## config.mk

```make
export PLATFORM = sky130hd
export DESIGN_NAME = enigma_rotor_stage
export DESIGN_NICKNAME = d
export VERILOG_FILES = /design/src/rtl/enigma_pkg.sv /design/src/rtl/enigma_mod_add.sv /design/src/rtl/enigma_rotor_stage.sv
export SDC_FILE = /design/constraint.sdc
export NUM_CORES = 1
export LEC_CHECK = 0
export BUFFER_PORTS_ARGS = -buffer_cell sky130_fd_sc_hd__buf_2
export CELL_PAD_IN_SITES_DETAIL_PLACEMENT = 0
export CELL_PAD_IN_SITES_GLOBAL_PLACEMENT = 2
export CORE_MARGIN = 10
export CORE_UTILIZATION = 25
export CTS_BUF_LIST = sky130_fd_sc_hd__clkbuf_16
export CTS_CLUSTER_DIAMETER = 80
export DETAILED_ROUTE_END_ITERATION = 12
export PLACE_DENSITY_LB_ADDON = 0.25
export REMOVE_ABC_BUFFERS = 1
export SLEW_MARGIN = 25
export SYNTH_ARGS = -nofsm -noshare
export SYNTH_HDL_FRONTEND = slang
export SYNTH_SLANG_ARGS = --single-unit
```

## constraint.sdc

```tcl
create_clock -name clk -period 18.7 [get_ports clk]
set_clock_uncertainty 0.05 [all_clocks]
set_input_delay 0 -clock clk [delete_from_list [all_inputs] [get_ports clk]]
set_output_delay 0 -clock clk [all_outputs]
set_load 0.01 [all_outputs]
```

## src/rtl/enigma_pkg.sv

```systemverilog
// Shared Enigma constants: rotor I..V wirings, their inverses, turnover notches
// and the output-stage state encoding.
package enigma_pkg;

    localparam int ALPHA_DEFAULT = 26;
    localparam int W_DEFAULT     = 5;
    localparam int TBL_N         = 26;

    typedef enum logic {
        ST_EMPTY = 1'b0,
        ST_FULL  = 1'b1
    } ostate_e;

    // Letter A..Z encoded as 0..25; row r is rotor r+1 (I..V).
    localparam logic [4:0] WIRE [5][26] = '{
        '{5'd4,  5'd10, 5'd12, 5'd5,  5'd11, 5'd6,  5'd3,  5'd16, 5'd21, 5'd25, 5'd13, 5'd19, 5'd14,
          5'd22, 5'd24, 5'd7,  5'd23, 5'd20, 5'd18, 5'd15, 5'd0,  5'd8,  5'd1,  5'd17, 5'd2,  5'd9},
        '{5'd0,  5'd9,  5'd3,  5'd10, 5'd18, 5'd8,  5'd17, 5'd20, 5'd23, 5'd1,  5'd11, 5'd7,  5'd22,
          5'd19, 5'd12, 5'd2,  5'd16, 5'd6,  5'd25, 5'd13, 5'd15, 5'd24, 5'd5,  5'd21, 5'd14, 5'd4},
        '{5'd1,  5'd3,  5'd5,  5'd7,  5'd9,  5'd11, 5'd2,  5'd15, 5'd17, 5'd19, 5'd23, 5'd21, 5'd25,
          5'd13, 5'd24, 5'd4,  5'd8,  5'd22, 5'd6,  5'd0,  5'd10, 5'd12, 5'd20, 5'd18, 5'd16, 5'd14},
        '{5'd4,  5'd18, 5'd14, 5'd21, 5'd15, 5'd25, 5'd9,  5'd0,  5'd24, 5'd16, 5'd20, 5'd8,  5'd17,
          5'd7,  5'd23, 5'd11, 5'd13, 5'd5,  5'd19, 5'd6,  5'd10, 5'd3,  5'd2,  5'd12, 5'd22, 5'd1},
        '{5'd21, 5'd25, 5'd1,  5'd17, 5'd6,  5'd8,  5'd19, 5'd24, 5'd20, 5'd15, 5'd18, 5'd3,  5'd13,
          5'd7,  5'd11, 5'd23, 5'd0,  5'd22, 5'd12, 5'd9,  5'd16, 5'd14, 5'd5,  5'd4,  5'd2,  5'd10}
    };

    localparam logic [4:0] INV [5][26] = '{
        '{5'd20, 5'd22, 5'd24, 5'd6,  5'd0,  5'd3,  5'd5,  5'd15, 5'd21, 5'd25, 5'd1,  5'd4,  5'd2,
          5'd10, 5'd12, 5'd19, 5'd7,  5'd23, 5'd18, 5'd11, 5'd17, 5'd8,  5'd13, 5'd16, 5'd14, 5'd9},
        '{5'd0,  5'd9,  5'd15, 5'd2,  5'd25, 5'd22, 5'd17, 5'd11, 5'd5,  5'd1,  5'd3,  5'd10, 5'd14,
          5'd19, 5'd24, 5'd20, 5'd16, 5'd6,  5'd4,  5'd13, 5'd7,  5'd23, 5'd12, 5'd8,  5'd21, 5'd18},
        '{5'd19, 5'd0,  5'd6,  5'd1,  5'd15, 5'd2,  5'd18, 5'd3,  5'd16, 5'd4,  5'd20, 5'd5,  5'd21,
          5'd13, 5'd25, 5'd7,  5'd24, 5'd8,  5'd23, 5'd9,  5'd22, 5'd11, 5'd17, 5'd10, 5'd14, 5'd12},
        '{5'd7,  5'd25, 5'd22, 5'd21, 5'd0,  5'd17, 5'd19, 5'd13, 5'd11, 5'd6,  5'd20, 5'd15, 5'd23,
          5'd16, 5'd2,  5'd4,  5'd9,  5'd12, 5'd1,  5'd18, 5'd10, 5'd3,  5'd24, 5'd14, 5'd8,  5'd5},
        '{5'd16, 5'd2,  5'd24, 5'd11, 5'd23, 5'd22, 5'd4,  5'd13, 5'd5,  5'd19, 5'd25, 5'd14, 5'd18,
          5'd12, 5'd21, 5'd9,  5'd20, 5'd3,  5'd10, 5'd6,  5'd8,  5'd0,  5'd17, 5'd15, 5'd7,  5'd1}
    };

    // Turnover letters Q, E, V, J, Z.
    localparam logic [4:0] NOTCH [5] = '{5'd16, 5'd4, 5'd21, 5'd9, 5'd25};

endpackage

```

## src/rtl/enigma_mod_add.sv

```systemverilog
// Modular add/subtract of two residues in [0, ALPHA) using one conditional
// correction by ALPHA; no divider.
module enigma_mod_add #(
    parameter int W     = 5,
    parameter int ALPHA = 26
) (
    input  logic [W-1:0] i_a,
    input  logic [W-1:0] i_b,
    input  logic         i_sub,
    output logic [W-1:0] o_y
);

    localparam logic [W:0] ALPHA_X = (W+1)'(ALPHA);

    logic [W:0] w_sum;
    logic [W:0] w_diff;

    // One extra bit holds the carry/borrow so a single correction suffices.
    always_comb begin
        w_sum  = {1'b0, i_a} + {1'b0, i_b};
        w_diff = {1'b0, i_a} - {1'b0, i_b};
        if (i_sub) begin
            if (i_a >= i_b) begin
                o_y = w_diff[W-1:0];
            end else begin
                o_y = W'(w_diff + ALPHA_X);
            end
        end else begin
            if (w_sum >= ALPHA_X) begin
                o_y = W'(w_sum - ALPHA_X);
            end else begin
                o_y = w_sum[W-1:0];
            end
        end
    end

endmodule

```

## src/rtl/enigma_rotor_stage.sv

```systemverilog
// One Enigma rotor: offset-adjusted wiring lookup in either direction, a
// one-deep registered valid/ready output stage, and position/notch stepping.
module enigma_rotor_stage
    import enigma_pkg::*;
#(
    parameter int ALPHA    = ALPHA_DEFAULT,
    parameter int W        = W_DEFAULT,
    parameter int ROTOR_ID = 0
) (
    input  logic         clk,
    input  logic         rst_n,
    input  logic         cfg_load,
    input  logic [W-1:0] cfg_pos,
    input  logic [W-1:0] cfg_ring,
    input  logic         step_in,
    input  logic         in_valid,
    output logic         in_ready,
    input  logic         in_dir,
    input  logic [W-1:0] in_data,
    output logic         out_valid,
    input  logic         out_ready,
    output logic [W-1:0] out_data,
    output logic         out_err,
    output logic [W-1:0] position,
    output logic         notch_out
);

    ostate_e      r_state;
    ostate_e      w_state_nxt;
    logic [W-1:0] r_pos;
    logic [W-1:0] r_ring;
    logic [W-1:0] r_out_data;
    logic         r_out_err;
    logic         r_notch;

    logic         w_accept;
    logic         w_err;
    logic [W-1:0] w_t0;
    logic [W-1:0] w_idx;
    logic [W-1:0] w_tbl;
    logic [W-1:0] w_t2;
    logic [W-1:0] w_res;
    logic [4:0]   w_tidx;
    logic [4:0]   w_traw;
    logic [W-1:0] w_pos_inc;
    logic [W-1:0] w_cfg_pos;
    logic [W-1:0] w_cfg_ring;

    assign out_valid = (r_state == ST_FULL);
    assign in_ready  = !out_valid || out_ready;
    assign w_accept  = in_valid && in_ready;
    assign w_err     = (int'(in_data) >= ALPHA);

    assign w_pos_inc  = (int'(r_pos) == ALPHA - 1) ? {W{1'b0}} : r_pos + W'(1'b1);
    assign w_cfg_pos  = (int'(cfg_pos)  >= ALPHA) ? cfg_pos  - W'(ALPHA) : cfg_pos;
    assign w_cfg_ring = (int'(cfg_ring) >= ALPHA) ? cfg_ring - W'(ALPHA) : cfg_ring;

    enigma_mod_add #(.W(W), .ALPHA(ALPHA)) u_in_pos (
        .i_a(in_data), .i_b(r_pos),  .i_sub(1'b0), .o_y(w_t0)
    );
    enigma_mod_add #(.W(W), .ALPHA(ALPHA)) u_in_ring (
        .i_a(w_t0),    .i_b(r_ring), .i_sub(1'b1), .o_y(w_idx)
    );
    enigma_mod_add #(.W(W), .ALPHA(ALPHA)) u_out_pos (
        .i_a(w_tbl),   .i_b(r_pos),  .i_sub(1'b1), .o_y(w_t2)
    );
    enigma_mod_add #(.W(W), .ALPHA(ALPHA)) u_out_ring (
        .i_a(w_t2),    .i_b(r_ring), .i_sub(1'b0), .o_y(w_res)
    );

    // Wiring lookup; entries outside a shrunken alphabet fall back to identity.
    always_comb begin
        w_tidx = 5'(w_idx);
        w_traw = in_dir ? INV[ROTOR_ID][w_tidx] : WIRE[ROTOR_ID][w_tidx];
        if (int'(w_idx) < TBL_N && int'(w_traw) < ALPHA) begin
            w_tbl = W'(w_traw);
        end else begin
            w_tbl = w_idx;
        end
    end

    // Output-stage state register.
    always_ff @(posedge clk or negedge rst_n) begin
        if (!rst_n) begin
            r_state <= ST_EMPTY;
        end else begin
            r_state <= w_state_nxt;
        end
    end

    // Output-stage next state: a drain with no refill empties the slot.
    always_comb begin
        w_state_nxt = r_state;
        case (r_state)
            ST_EMPTY: begin
                if (w_accept) begin
                    w_state_nxt = ST_FULL;
                end else begin
                    w_state_nxt = ST_EMPTY;
                end
            end
            ST_FULL: begin
                if (out_ready && !w_accept) begin
                    w_state_nxt = ST_EMPTY;
                end else begin
                    w_state_nxt = ST_FULL;
                end
            end
            default: w_state_nxt = ST_EMPTY;
        endcase
    end

    // Result capture; held while the consumer stalls.
    always_ff @(posedge clk or negedge rst_n) begin
        if (!rst_n) begin
            r_out_data <= {W{1'b0}};
            r_out_err  <= 1'b0;
        end else if (w_accept) begin
            r_out_data <= w_err ? in_data : w_res;
            r_out_err  <= w_err;
        end
    end

    // Position, ring and carry; a load takes priority over a step.
    always_ff @(posedge clk or negedge rst_n) begin
        if (!rst_n) begin
            r_pos   <= {W{1'b0}};
            r_ring  <= {W{1'b0}};
            r_notch <= 1'b0;
        end else begin
            r_notch <= step_in && !cfg_load && (r_pos == W'(NOTCH[ROTOR_ID]));
            if (cfg_load) begin
                r_pos  <= w_cfg_pos;
                r_ring <= w_cfg_ring;
            end else if (step_in) begin
                r_pos <= w_pos_inc;
            end
        end
    end

    assign out_data  = r_out_data;
    assign out_err   = r_out_err;
    assign position  = r_pos;
    assign notch_out = r_notch;

endmodule

```

# Yosys cells after proc, flatten, opt, wreduce, memory -nomap -nowiden
# Memory sizes are Yosys's and may differ from the RTL's.
# Cells that the tools add are included.
[op_classes] add_sub_neg=11 magnitude_cmp=10 n_eq_ne=2 n_mux=19 n_bitwise=2 reduce_logical=10
[op_table] cell="2-to-1 mux 5 bit" n=16
[op_table] cell="subtractor 5 bit (second input constant)" n=4
[op_table] cell="greater-or-equal comparator 5 bit (second input constant)" n=3
[op_table] cell="adder 5 x 5 -> 6 bit" n=2
[op_table] cell="greater-or-equal comparator 6 x 5 -> 1 bit (second input constant)" n=2
[op_table] cell="adder 5 bit (second input constant)" n=2
[op_table] cell="greater-or-equal comparator 5 bit" n=2
[op_table] cell="less-than comparator 5 bit (second input constant)" n=2
[op_table] cell="subtractor 5 bit" n=2
[op_table] cell="greater-or-equal comparator 6 bit (second input constant)" n=1
[op_table] cell="NOT 5 -> 6 bit" n=1
[op_table] cell="adder 5 x 1 -> 5 bit (second input constant)" n=1
[op_table] cell="equality test 5 x 4 -> 1 bit (second input constant)" n=1
[op_table] cell="equality test 5 bit (second input constant)" n=1
[op_table] cell="logical AND 1 bit" n=5
[op_table] cell="logical NOT 1 bit" n=3
[op_table] cell="2-to-1 mux 1 bit" n=2
[op_table] cell="case mux 1 bit (2 select lines)" n=1
[op_table] cell="nonzero test 2 bit" n=1
[op_table] cell="logical OR 1 bit" n=1
[op_table] cell="NOT 1 bit" n=1
[word_totals] register_bits=18 mem_bits_ro=320 input_bits=22 output_inout_bits=14 word_cells=62 n_memories=2
[mem_list] name="(name not given)" words=32 word_bits=5 rd=1 rd_ports_with_merged_regs=0 write_ports=0 line="enigma_rotor_stage.sv:74" text="w_traw = in_dir ? INV[ROTOR_ID][w_tidx] : WIRE[ROTOR_ID][w_tidx];"
[mem_list] name="(name not given)" words=32 word_bits=5 rd=1 rd_ports_with_merged_regs=0 write_ports=0 line="enigma_rotor_stage.sv:74"

# Depth between registers and ports, before layout
[depth] word_depth=21 mapped_depth=44 mapped_depth_nobuf=43

# Hierarchy
# From an unflattened synthesis, not the netlist that was laid out.
[unflattened] cells_unflattened=574 area_unflattened_um2=4550.6
[by_module_without_submodules] module="enigma_mod_add at u_in_ring ..." instances=3 cells_per_inst=92 area_per_inst_um2=705.7 seq_area_each_um2=0.0
[by_module_without_submodules] module="enigma_rotor_stage" instances=1 cells_per_inst=203 area_per_inst_um2=1717.9 seq_area_each_um2=450.4
[by_module_without_submodules] module="enigma_mod_add at u_in_pos" instances=1 cells_per_inst=95 area_per_inst_um2=715.7 seq_area_each_um2=0.0

# Worst setup path before layout
# No wires, ideal clock.
[synth_timing] kind="flip-flop to flip-flop" startpoint="register r_pos[0] (netlist: position[0])" endpoint="register r_out_data[2] (netlist: out_data[2])" arrival_ns=8.328 required_ns=18.567 setup_slack_ns=10.239 stages_incl_launch_ff=42 period_less_slack_ns=8.461 path_cell_list="dfrtp_1 > ha_1 > inv_1 > fa_1 > inv_1 > a21o_1 > a21oi_1 > xnor2_1 > inv_1 > o21ai_0 > xnor2_1 > inv_1 > fa_1 > clkbuf_1 > inv_1 > ha_1 > nor3_1 > o21ai_0 > (+6 left out) > and4_1 > o21ai_1 > ha_1 > inv_1 > fa_1 > xor2_1 > ha_1 > mux2_2 > ha_1 > a21o_1 > a21oi_1 > xnor2_1 > inv_1 > o21ai_0 > mux2_2 > nand2_1 > o21ai_0 > o21ai_0"
[synth_between] elab_chain_len=21 elab_cells_between_ends=29 cone_classes="8 x add/sub; 6 x order compare; 11 x mux; 1 x bitwise; 1 x reduce/logical; 2 x memory"
[synth_rtl] element="start, declared" line="enigma_rotor_stage.sv:30" text="logic [W-1:0] r_pos;"
[synth_rtl] element="start signal, assigned" line="enigma_rotor_stage.sv:127" text="r_pos <= {W{1'b0}};"
[synth_rtl] element="start signal, assigned" line="enigma_rotor_stage.sv:133" text="r_pos <= w_cfg_pos;"
[synth_rtl] element="start signal, assigned" line="enigma_rotor_stage.sv:136" text="r_pos <= w_pos_inc;"
[synth_rtl] element="adder 5 x 5 -> 6 bit" line="enigma_mod_add.sv:20" text="w_sum = {1'b0, i_a} + {1'b0, i_b};"
[synth_rtl] element="subtractor 5 bit or greater-or-equal comparator 6 x 5 -> 1 bit (tied branches)" line="enigma_mod_add.sv:30, enigma_mod_add.sv:29"
[synth_rtl] element="2-to-1 mux 5 bit" line="enigma_mod_add.sv:29" text="if (w_sum >= ALPHA_X) begin"
[synth_rtl] element="subtractor 5 bit" line="enigma_mod_add.sv:21" text="w_diff = {1'b0, i_a} - {1'b0, i_b};"
[synth_rtl] element="adder 5 bit" line="enigma_mod_add.sv:26" text="o_y = W'(w_diff + ALPHA_X);"
[synth_rtl] element="2-to-1 mux 5 bit" line="enigma_mod_add.sv:23" text="if (i_a >= i_b) begin"
[synth_rtl] element="NOT 5 -> 6 bit (implied by the code)" line="enigma_rotor_stage.sv:74"
[synth_rtl] element="memory read (32 x 5 bit)"
[synth_rtl] element="(+5 left out)"
[synth_rtl] element="2-to-1 mux 5 bit" line="enigma_rotor_stage.sv:75" text="if (int'(w_idx) < TBL_N && int'(w_traw) < ALPHA) begin"
[synth_rtl] element="subtractor 5 bit" line="enigma_mod_add.sv:21"
[synth_rtl] element="adder 5 bit" line="enigma_mod_add.sv:26"
[synth_rtl] element="2-to-1 mux 5 bit (*)" line="enigma_mod_add.sv:23"
[synth_rtl] element="adder 5 x 5 -> 6 bit (*)" line="enigma_mod_add.sv:20"
[synth_rtl] element="subtractor 5 bit or greater-or-equal comparator 6 x 5 -> 1 bit (tied branches)" line="enigma_mod_add.sv:30, enigma_mod_add.sv:29"
[synth_rtl] element="2-to-1 mux 5 bit (*)" line="enigma_mod_add.sv:29"
[synth_rtl] element="2-to-1 mux 5 bit (*)" line="enigma_rotor_stage.sv:119" text="r_out_data <= w_err ? in_data : w_res;"
[synth_rtl] element="end signal, assigned" line="enigma_rotor_stage.sv:116" text="r_out_data <= {W{1'b0}};"
[synth_rtl] element="end signal, assigned" line="enigma_rotor_stage.sv:119"
[synth_rtl] element="end, declared" line="enigma_rotor_stage.sv:32" text="logic [W-1:0] r_out_data;"
# Every way passes the cells marked *; elsewhere a longest branch is shown, timed or not. The select of a mux whose other input is x is not followed.
# A chain may end at the register's enable or synchronous reset.

# Worst setup path after layout
# Ends and elaborated chain as after synthesis.

==> run_results.csv <==
group,metric,value,unit
outcome,status,"finished clean",
clock_tree,cts_tree,"built",
global_route,grt_pass1_vias,2941,
placed_design,placed_cells,552,
sta,fin_crit,9.34,ns
clock_tree,post_cts_buffers,0,
worst_setup_path,crit_family,"adder cells",
sta,period_share,50.0,%
final_layout,fillCellCount,1302,
final_layout,drive_gt1_share,14.0,%
clock_tree,cts_buffers,3,
floorplanning,die_h,130,µm
final_layout,finalNonFillerCells,561,
sta,fmax,107,MHz
yosys,syn_area,3030,µm²
yosys,synthCells,382,
drt,firstDrtPassIters,4,
sta,slew_headroom,44.9,%
sta,fin_tns_setup,0,ns
drt,vias_per_cell,5.19,
worst_setup_path,arrival,9.46,ns
floorplanning,initial_core_util,25.3,%
drt,drt_iter0_drc,134,
yosys,synth_flop_cell,"dfrtp_1",
final_layout,diodes,0,
global_route,grt-ovfl-total,0,
drt,vias,2909,
floorplanning,num_rows,40,
worst_setup_path,crit_fanout,12,
yosys,avgSynthCellArea,7.94,µm²
placed_design,hpwl,7290,µm
hold_path,min_path_type,"input pin to flop",
worst_setup_path,critPathKind,"flop to flop",
placed_design,numPortBuffers,35,
global_route,grt_use_total,10.5,%
yosys,synth_cell_types,70,
placed_design,gp_congestion,0.800,
final_layout,fin_nets,478,
clock_tree,cts_resized,0,
yosys,synth_edf_count,0,
sta,setup_viol,0,
worst_setup_path,crit_required,18.82,ns
clock_tree,root_buffer,"clkbuf_16",
sta,slew_viol_final,0,
final_layout,final_util,28.9,%
worst_setup_path,setup.worst_path.start_class,"flop",
yosys,synthArstFlopShare,100,%
clock_tree,clk_path_buf_depth,2,
clock_tree,numClockSinks,18,
flow_run,drv_cap,0,
drt,wire_per_inst,15.7,µm
sta,tightest_slew,0.824,ns
drt,drc,0,
drt,wl,8820,µm
global_route,antenna_found_initial,0,
sta,rsz0062_at_grt,"false",
yosys,synth_warnings,0,
sta,hold_viol_final,0,
drt,drtAntennaViolNets,0,
worst_setup_path,critPathCaptureType,"flop",
final_layout,syn2layout_area_growth,14.0,%
floorplanning,ios,36,
global_route,grt_max_degree,25,
worst_setup_path,crit_path_frequent_cell,"inv_1",
worst_setup_path,cp.buffers_inverters,7,
clock_tree,htreeDepth,1,
clock_tree,clk_pin_slew,0.05,ns
global_route,grt_first_pass_wirelength,14900,µm
yosys,ys_seq_area_share,14.9,%
clock_tree,clk_latency,0.25,ns
floorplanning,dieArea,16900,µm²
yosys,synth_seq_cells,18,
clock_tree,hold_buffers,5,
floorplanning,core,12000,µm²
worst_setup_path,crit_slowest_cell,"fa_1",
worst_setup_path,crit_path_max_incr_delay,0.76,ns
floorplanning,die_w,130,µm
-- placed cells by master, fill, tap and decap left out, drive strengths merged, types with 4 or more instances in the layout --
cell         Yosys  layout
ha              37      37
buf              5      35
inv             34      34
o21ai           34      34
a21oi           30      30
nand2           27      27
nor2            19      19
dfrtp           18      18
o211ai          16      16
xnor2           14      14
a21o            13      13
nand3           11      11
nor3            10      10
nand2b           8       8
a211oi           8       8
nor2b            6       6
mux2i            6       6
xor2             5       5
a211o            5       5
dlygate4sd3      0       5
and2             5       5
o211a            4       4
and3             4       4
fa               4       4
-- Yosys cell counts (2+ instances only) --
library cell | number | area share [%]
a2111o_1 | 3 | 1.1
a211o_1 | 5 | 1.4
a211oi_1 | 7 | 1.7
a21o_1 | 13 | 3.2
a21oi_1 | 28 | 4.6
a21oi_2 | 2 | 0.58
a22o_1 | 2 | 0.58
a311o_1 | 2 | 0.66
a31oi_1 | 3 | 0.62
a41oi_1 | 2 | 0.58
and2_1 | 4 | 0.83
and3_1 | 4 | 0.83
buf_2 | 3 | 0.50
buf_6 | 2 | 0.74
clkbuf_1 | 7 | 0.87
dfrtp_1 | 18 | 15
fa_1 | 4 | 2.6
ha_1 | 37 | 15
inv_1 | 34 | 4.2
mux2_2 | 3 | 1.1
mux2i_1 | 6 | 2.0
nand2_1 | 25 | 3.1
nand2b_1 | 7 | 1.4
nand3_1 | 10 | 1.7
nand4_1 | 2 | 0.41
nor2_1 | 17 | 2.1
nor2b_1 | 6 | 1.2
nor3_1 | 9 | 1.5
nor3b_1 | 2 | 0.50
nor4_1 | 3 | 0.62
nor4b_1 | 2 | 0.58
o211a_1 | 4 | 1.3
o211ai_1 | 16 | 4.0
o21ai_0 | 29 | 4.8
o21ai_1 | 5 | 0.83
o21bai_1 | 2 | 0.50
o311ai_0 | 2 | 0.58
o31ai_1 | 2 | 0.50
or2_2 | 2 | 0.41
xnor2_1 | 14 | 4.0
xor2_1 | 5 | 1.4
-- layer usage --
metal  vias up  track usage [%]  share of wire, %
met1      1379             14.2                49
met3         8            0.730               1.5
met5         -                0                 0
li1       1487                -                 -
met4         0             2.12               1.2
met2        35             18.0                49
-- worst register-to-register path, delay by kind of cell, from the launching register on --
family	cells	cell delay (ns)
DFF	1	0.48
and+or+nand+nor	5	1.15
buffers and inverters	7	0.55
adders and majority gates	8	2.78
muxes	2	0.67
xor gates and xnor gates	4	0.93
AOI/OAI and AO/OA	13	2.69
-- through the flow --
stage	instance area, µm²	hold slack, ns	worst slack (ns)
floorplan	2970	-0.346	10.39
global placement	3330	-0.0859	9.45
detailed placement	3330	-0.0871	9.31
CTS	3460	0.0270	9.27
global route	3460	0.0402	8.40
finish	3460	0.0269	9.36
-- state kept, by name, indices dropped and copies added, names as in the netlist --
name       count
r_ring         5
position       5
out_err        1
out_data       5
out_valid      1
notch_out      1
-- final timing paths --
path                              from     endpoint  slack [ns]  cells after the start
setup / recovery           position[0]  out_data[2]        9.36                     39
hold / removal             cfg_ring[1]    r_ring[1]        0.03                      3
setup reg to reg           position[0]  out_data[2]        9.36                     39
hold reg to reg            out_data[4]  out_data[4]        0.42                      1
max in group asynchronous        rst_n  out_data[3]       18.13                      2
min in group asynchronous        rst_n    notch_out        0.17                      2
-- kinds of logic (layout without fill, tap and decap cells) --
logic type                 after synthesis  count (layout)  synth area share [%]
buffers and inverters                   46              78                  6.31
and+or+nand+nor                        106             106                  19.1
AOI/OAI and AO/OA                      143             143                  33.2
xor gates and xnor gates                19              19                  5.49
adders and majority gates               41              41                  17.9
DFF                                     18              18                  14.9
muxes                                    9               9                  3.10
-- final cells by class --
cell class | count | area [µm²] | area share (%)
multi-input combinational | 318 | 2390 | 69.2
sequential | 18 | 450 | 13.0
timing repair buffer | 40 | 225 | 6.52
tap | 147 | 184 | 5.32
inverter | 34 | 128 | 3.69
clock buffer | 3 | 75.1 | 2.17
clock inverter | 1 | 3.75 | 0.109
Power is left out: the tool's default activity adds up to more than one toggle a clock period on the data nets, which glitch-free logic cannot reach.
